$ cat src/rtl/sseg_scan_ctrl.sv
// ---------------------------------------------------------------------------
// sseg_scan_ctrl
//
// Time-multiplexed scan controller for an NDIG-digit common-anode 7-segment
// display. One digit is selected per slot: its nibble goes out on bcd to a
// shared BCD->segment decoder and its anode is pulled low. The last BLANK_CYC
// cycles of every slot keep all anodes off so the segment lines can settle
// without ghosting into the next digit.
//
// Display data is double-buffered. load captures din into a pending buffer;
// the pending value moves into the displayed (shadow) buffer only at a frame
// boundary, so a frame never shows a mix of old and new digits.
//
// Parameters
//   NDIG       number of digits scanned (>= 2), digit 0 least significant
//   SLOT_CYC   clk cycles per digit slot (>= 4)
//   BLANK_CYC  cycles at the end of each slot with all anodes off
//              (1 .. SLOT_CYC-2)
//
// Ports
//   clk      in   1       system clock, rising edge
//   rst_n    in   1       asynchronous reset, active-low
//   enable   in   1       1 = scan running, 0 = dark with counters held at 0
//   din      in   4*NDIG  new display value, nibble i = digit i
//   load     in   1       one-cycle strobe: capture din into pending buffer
//   pend     out  1       pending buffer holds data not yet displayed
//   frame    out  1       one-cycle pulse after the last slot of a frame
//   bcd      out  4       nibble of the digit being scanned
//   sseg_an  out  NDIG    anode enables, active-low, at most one bit low
//
// Configuration
//   SSEG_LZB_EN  when defined, leading zeros are blanked: a digit above
//                digit 0 stays dark in its slot if it and every more
//                significant shadow digit are zero. Timing, bcd and frame
//                are unaffected. When undefined, every digit is lit.
// ---------------------------------------------------------------------------
module sseg_scan_ctrl #(
    parameter int NDIG      = 4,
    parameter int SLOT_CYC  = 50000,
    parameter int BLANK_CYC = 1000
) (
    input  logic                clk,
    input  logic                rst_n,
    input  logic                enable,
    input  logic [4*NDIG-1:0]   din,
    input  logic                load,
    output logic                pend,
    output logic                frame,
    output logic [3:0]          bcd,
    output logic [NDIG-1:0]     sseg_an
);

    localparam int CW = (SLOT_CYC > 1) ? $clog2(SLOT_CYC) : 1;
    localparam int IW = (NDIG > 1) ? $clog2(NDIG) : 1;

    localparam logic [CW-1:0] CNT_LAST = CW'(SLOT_CYC - 1);
    localparam logic [CW-1:0] CNT_SHOW = CW'(SLOT_CYC - BLANK_CYC);
    localparam logic [IW-1:0] IDX_LAST = IW'(NDIG - 1);

    logic [CW-1:0]      cnt;
    logic [IW-1:0]      idx;
    logic [4*NDIG-1:0]  shadow;
    logic [4*NDIG-1:0]  pending;

    logic               show_phase;
    logic               slot_end;
    logic               boundary;
    logic               apply;
    logic               show_lit;
    logic [3:0]         digit_nib;
    logic [NDIG-1:0]    an_onehot;

    assign show_phase = (cnt < CNT_SHOW);
    assign slot_end   = (cnt == CNT_LAST);
    assign boundary   = enable && slot_end && (idx == IDX_LAST);

    // While disabled nothing is shown, so pending data can be committed at
    // once instead of waiting for a frame boundary that will never come.
    assign apply      = pend && (boundary || !enable);

    assign digit_nib  = shadow[{idx, 2'b00} +: 4];
    assign an_onehot  = NDIG'(1) << idx;

`ifdef SSEG_LZB_EN
    // upper_nz[i] is set when any shadow digit i..NDIG-1 is non-zero, i.e.
    // digit i is not a leading zero.
    logic [NDIG-1:0] upper_nz;
    logic            acc;

    // NOTE: every variable assigned in a combinational block gets a default
    // first, so no path leaves it unassigned and no latch is inferred.
    always_comb begin
        acc      = 1'b0;
        upper_nz = '0;
        for (int i = NDIG - 1; i >= 0; i--) begin
            acc         = acc | (|shadow[4*i +: 4]);
            upper_nz[i] = acc;
        end
    end

    assign show_lit = (idx == '0) || upper_nz[idx];
`else
    assign show_lit = 1'b1;
`endif

    // Double buffer. The shadow buffer feeds the display straight out of
    // reset, so both data buffers are reset along with the flags.
    // NOTE: sequential state uses non-blocking assignments only, so every
    // register samples the pre-edge values regardless of statement order.
    always_ff @(posedge clk or negedge rst_n) begin
        if (!rst_n) begin
            shadow  <= '0;
            pending <= '0;
            pend    <= 1'b0;
        end else begin
            // A load on the commit edge wins for pending; the old pending
            // value still reaches the shadow buffer on that same edge.
            if (apply) begin
                shadow <= pending;
            end
            if (load) begin
                pending <= din;
                pend    <= 1'b1;
            end else if (apply) begin
                pend    <= 1'b0;
            end
        end
    end

    // Slot/digit counters and registered display outputs. Outputs reflect
    // the cnt/idx values before the edge, one cycle behind the counters.
    always_ff @(posedge clk or negedge rst_n) begin
        if (!rst_n) begin
            cnt     <= '0;
            idx     <= '0;
            frame   <= 1'b0;
            bcd     <= 4'h0;
            sseg_an <= '1;
        end else begin
            frame <= boundary;
            if (!enable) begin
                cnt     <= '0;
                idx     <= '0;
                sseg_an <= '1;
            end else begin
                if (slot_end) begin
                    cnt <= '0;
                    idx <= (idx == IDX_LAST) ? '0 : idx + 1'b1;
                end else begin
                    cnt <= cnt + 1'b1;
                end

                // bcd is only updated in SHOW so the decoder input is stable
                // through the blanking gap.
                if (show_phase) begin
                    bcd     <= digit_nib;
                    sseg_an <= show_lit ? ~an_onehot : '1;
                end else begin
                    sseg_an <= '1;
                end
            end
        end
    end

endmodule
$ cat config.mk
export PLATFORM = sky130hd
export DESIGN_NAME = sseg_scan_ctrl
export DESIGN_NICKNAME = d
export VERILOG_FILES = /design/src/rtl/sseg_scan_ctrl.sv
export SDC_FILE = /design/constraint.sdc
export NUM_CORES = 1
export LEC_CHECK = 0
export BUFFER_PORTS_ARGS = -buffer_cell sky130_fd_sc_hd__buf_2
export CAP_MARGIN = 20
export CORE_MARGIN = 2
export CORE_UTILIZATION = 50
export DETAILED_ROUTE_END_ITERATION = 12
export GPL_ROUTABILITY_DRIVEN = 0
export HOLD_SLACK_MARGIN = 0.15
export PLACE_DENSITY = 0.8
export SETUP_SLACK_MARGIN = 0.15
export SLEW_MARGIN = 20
export SYNTH_ARGS = -nofsm -noshare
export SYNTH_HDL_FRONTEND = slang
export SYNTH_SLANG_ARGS = --single-unit
export TNS_END_PERCENT = 50
$ cat constraint.sdc
create_clock -name clk -period 2.45 [get_ports clk]
set_clock_uncertainty 0.1 [all_clocks]
set_input_delay 0.49 -clock clk [delete_from_list [all_inputs] [get_ports clk]]
set_output_delay 0.49 -clock clk [all_outputs]
set_load 0.01 [all_outputs]
== Word level (Yosys, flattened, before mapping) ==
Cells that the tools add are included.
Widths: inputs -> output; s select.

* Flip-flop bits (word level): 60
* Input bits: 20
* Output and inout port bits: 10
* Logic and storage cells: 33

* Add/sub/neg operators: 2
* Order comparisons: 1
* Eq/ne operators: 3
* Shift-type cells: 2
* Multiplexer cells: 9
* Bitwise operators: 1
* Reductions and logical operators: 7

{| class="wikitable"
|+ Operators by type and width
! kind !! count
|-
| $mux 16 || 2
|-
| $add 16x1->16 const B || 1
|-
| $eq 16x16->1 const B || 1
|-
| $lt 16x16->1 const B || 1
|-
| $shiftx 16x5->4 || 1
|-
| $mux 4 || 2
|-
| $mux 2 || 3
|-
| $not 4->4 || 1
|-
| $shl 1x2->4 const A || 1
|-
| $logic_and 1x1->1 || 3
|-
| $add 2x1->2 const B || 1
|-
| $eq 2x2->1 const B || 1
|-
| $mux 1 || 2
|-
| $ne 2x1->1 const B || 1
|-
| $reduce_and 2->1 || 1
|-
| $reduce_bool 2->1 || 1
|-
| $logic_not 1->1 || 1
|-
| $logic_or 1x1->1 || 1
|}

== Depth between registers and ports, before layout ==
* Depth in word-level cells: 7
* Depth in mapped cells: 7
* Mapped depth without buffers: 5

== Worst setup path before layout ==
OpenSTA, ideal clock, no wires.

* Path kind: reg2reg
* From: register cnt[0]
* To: register shadow[13]
* Library setup time: 0.127 ns
* Data arrival time: 1.719 ns
* Data required time: 2.223 ns
* Slack: 0.503 ns
* Cell stages (with the launch flop): 8
* Path buffers: 2
* Period minus slack after synthesis: 1.947 ns
* Cell sequence: dfrtp_1 -> ha_1 -> and3_1 -> and4_1 -> a22o_1 -> buf_4 -> buf_6 -> mux2_1

* Longest elaborated chain between the ends: 5

{| class="wikitable"
|+ Ends and longest elaborated chain
! what !! line !! RTL
|-
| start: declaration || 60 || <nowiki>logic [CW-1:0] cnt;</nowiki>
|-
| start signal: assignment || 150 || <nowiki>cnt <= cnt + 1'b1;</nowiki>
|-
| $eq 16x16->1 || 74 || <nowiki>assign slot_end = (cnt == CNT_LAST);</nowiki>
|-
| $logic_and 1x1->1 (2 in series) || 75 || <nowiki>assign boundary = enable && slot_end && (idx == IDX_LAST);</nowiki>
|-
| $logic_or 1x1->1 || 79 || <nowiki>assign apply = pend && (boundary || !enable);</nowiki>
|-
| $logic_and 1x1->1 || 79 ||
|-
| end signal: assignment || 119 || <nowiki>shadow <= pending;</nowiki>
|-
| end: declaration || 62 || <nowiki>logic [4*NDIG-1:0] shadow;</nowiki>
|}

Every way passes these cells.
A chain may end at the register's enable or synchronous reset.

== Worst setup path after layout ==
* From: register cnt[0]
* To: register shadow[1]

The elaborated chain is that of the path after synthesis.

==> PnR_summary.wiki <==
{| class="wikitable"
! Metric !! Value
|-
| Outcome || finished clean
|-
| Antenna cell count || 0
|-
| Cell area after layout || 3130 sq um
|-
| Placed instance area || 2890 sq um
|-
| Slew at the pin with the worst max-slew slack || 496 ps
|-
| Synth Area in XOR/XNOR || 0.0430
|-
| Layout cell share with drive strength beyond 1 || 0.390
|-
| Largest cells by area after synthesis || sky130_fd_sc_hd__dfrtp_1 53%, sky130_fd_sc_hd__mux2_2 14%, sky130_fd_sc_hd__dfstp_2 4.0%, sky130_fd_sc_hd__xnor2_1 3.6%, sky130_fd_sc_hd__mux4_2 3.4%
|-
| Die Width || 76.8 microns
|-
| Top achievable clock speed || 0.480 GHz
|-
| Final critical path time including I/O delays and setup || 2080 ps
|-
| Maximum Capacitance Violations || 0
|-
| Count of boundary I/O pins || 30
|-
| # fillers || 412
|-
| Share of synthesized registers carrying an async set or reset || 1.00
|-
| Number of warnings reported in the yosys synthesis log || 0
|-
| Overall fraction of global-route tracks in use || 0.187
|-
| Mean Syn Cell Area || 13.0 sq um
|-
| Type of element launching the critical path || flop
|-
| Net count of the finished layout || 266
|-
| Count of H-tree levels built during CTS || 3
|-
| Adder-cell share of the synthesized area || 0.0236
|-
| Biggest area consumer among synthesized cells || sky130_fd_sc_hd__dfrtp_1
|-
| Clock network power share || 0.429
|-
| Logic pwr share || 0.093
|-
| Slew Viols, Final || 0
|-
| Clk Tree Root Cell || sky130_fd_sc_hd__clkbuf_8
|-
| Global-route wire length before repair || 8.39 mm
|-
| Post-placement setup slack || 291 ps
|-
| Clock buffer depth || 2
|-
| Worst setup slack after layout || 365 ps
|-
| DRC || 0
|-
| Port Buffers || 29
|-
| Main combinational cell family by area after synthesis || multiplexers
|-
| Vias after detailed routing || 1,731
|-
| Sequential element share of the synthesized area || 0.569
|-
| Effective utilization at floorplan || 0.518
|-
| Syn Inst Count || 203
|-
| Most used DFF post-synth || sky130_fd_sc_hd__dfrtp_1
|-
| Clk pin slew, worst setup/hold paths || 70 ps
|-
| Critical path's slowest cell || sky130_fd_sc_hd__dfrtp_1
|-
| Post-detailed-routing wire length || 4.95 mm
|-
| Sequential share of power || 0.478
|-
| Synth cell types || 34
|-
| Worst skew pair latency || 340 ps
|-
| Class of the tightest hold or removal check || primary input to flop
|-
| HPWL Detailed || 3.41 mm
|-
| Die area || 5890 sq um
|-
| Final setup viols || 0
|-
| Setup TNS after final layout || 0 ps
|-
| Ratio of routed vias to standard cells || 5.48
|-
| Placeable core region || 5110 sq um
|-
| Largest fanout on the critical path || 12
|-
| Fin crit share || 0.851
|-
| Design internal power || 1880 uW
|-
| Hold Fails Final Rpt || 0
|-
| First DRT Iteration DRCs || 102
|-
| Syn nets || 228
|-
| Highest-count cells in the layout ignoring fill and taps || 56 x sky130_fd_sc_hd__dfrtp_1, 34 x sky130_fd_sc_hd__mux2_2, 29 x sky130_fd_sc_hd__buf_2, 17 x sky130_fd_sc_hd__nor2_1, 13 x sky130_fd_sc_hd__nand2_1
|-
| Commonest non-fill, non-tap cell in the layout || sky130_fd_sc_hd__dfrtp_1
|-
| Number of buffers created by CTS || 9
|-
| Leakage dissipation || 0.00132 uW
|-
| TritonCTS sink count || 60
|-
| FF+latch count, synth || 60
|-
| Kind of capture point of the worst setup path || flop
|-
| Setup repair after global routing missed its margin || false
|-
| TritonCTS clock tree || yes
|-
| List of cells traversed by the critical path || ha_1 > and3_1 > and4_1 > a22o_2 > buf_12 > mux2_2
|-
| Data required time of the worst path || 2570 ps
|-
| Path type of the worst setup path || flop to flop
|-
| Arrival time reported for the critical path endpoint || 2210 ps
|-
| Antenna violations before repair || 0
|-
| Remaining max-slew budget at the tightest pin || 0.668
|-
| Aggregate global routing overflow || 0
|-
| Share of the synthesized area in compound gates (AO/OA/AOI/OAI) || 0.0255
|-
| Portion of netlist area occupied by mux cells || 0.187
|-
| Netlist area before placement || 2650 sq um
|-
| Vert. Die Dim || 76.8 microns
|-
| Placement row count || 26
|-
| Pre-antenna DRT Iters || 4
|-
| Power per unit of standard cell area || 768 nW/um^2
|-
| EDFF count, synth || 0
|-
| Largest net degree at the start of global routing || 28
|-
| Number of global-route vias before repair || 1,724
|-
| Psw || 525 uW
|-
| Peak VDD IR || 0.545 mV
|-
| Post-Synth Simple-Gate Area || 0.119
|-
| Wire length per cell || 15.7 microns
|-
| Stage delay of the slowest cell on the critical path || 390 ps
|-
| Area added between synthesis and finish || 18.4%
|-
| ANT nets after route || 0
|-
| Share of total power consumed by net switching || 0.218
|-
| Top cell type's share of synthesized area || 0.529
|}
## worst paths after layout
kind / startpoint / cells past startpoint / slack [ps] / end
worst min register to register: cnt[0] / 1 / 390 / cnt[0]
worst min-delay path: din[13] / 2 / 280 / pending[13]
worst max-delay path: cnt[0] / 6 / 370 / shadow[1]
max in group asynchronous: rst_n / 3 / 1170 / shadow[13]
worst max register to register: cnt[0] / 6 / 370 / shadow[1]
min in group asynchronous: rst_n / 2 / 500 / pending[9]
## power groups by stage
stage                     registers, uW  logic (uW)  clock network [uW]
after floorplan                    1160         137                   0
after global placement             1160         216                   0
after detailed placement           1170         226                   0
after CTS                          1150         229                1050
after global routing               1160         245                1100
final                              1150         224                1030
## cell usage after synthesis, drive strengths merged (3+ instances only)
master,number
nor3,5
nor2,17
mux4,4
ha,5
xnor2,11
nor4b,3
a21oi,3
nand2,13
dfstp,4
nor4,3
buf,6
clkbuf,3
nand3,6
mux2,36
nand4,5
inv,6
dfrtp,56
## worst max-delay path, delay by kind of cell (launching register included)
kind	cells	cell delay, ps
AO/OA/AOI/OAI	1	250
adder cells (fa/ha/maj)	1	230
buffers and inverters	1	160
flip-flops	1	390
multiplexers	1	340
AND/OR/NAND/NOR	2	500
## layer usage
layer  vias up  global-route usage  part of all wire
met5         -                   0                 0
met4         0              0.0945             0.024
met3        16              0.0659             0.073
met2        63               0.292              0.48
met1       857               0.232              0.42
li1        795                   -                 -
## final cells by class
type	count	area [sq um]	share of cell area
Clock buffer	13	169	0.0539
Clock inverter	3	67.6	0.0216
Inverter	6	22.5	0.00719
Multi-Input combinational cell	128	1060	0.337
Sequential cell	60	1510	0.481
Tap cell	70	87.6	0.0279
Timing Repair Buffer	36	225	0.0719
## sequential cells by signal (all words and copies together) (netlist names)
signal   count
frame        1
bcd          4
pend         1
shadow      16
idx          2
sseg_an      4
cnt         16
pending     16
## stage by stage
step                total power, uW  cells  utilization  hold WS [ps]
finish                         2410    316        0.614           279
global route                   2510    316        0.614           276
CTS                            2430    316        0.613           268
detailed placement             1390    299        0.565           313
global placement               1380    299        0.565           314
floorplan                      1290    203            -          94.4
## repair_timing
action | CTS | global route
hold buffers | 1 | 0
setup buffers | 0 | 0
resized for setup | 0 | 1
hold endpoints to repair | 13 | 0
setup endpoints to repair | 0 | 3
## logic make-up after synthesis
| logic type | Yosys count |
|---|---|
| compound gates | 9 |
| mux | 40 |
| fa+ha+maj | 5 |
| simple gates | 61 |
| xor+xnor | 13 |
| flops | 60 |
| buf+inv | 15 |
No activity file was read; power rests on OpenSTA's default activity.
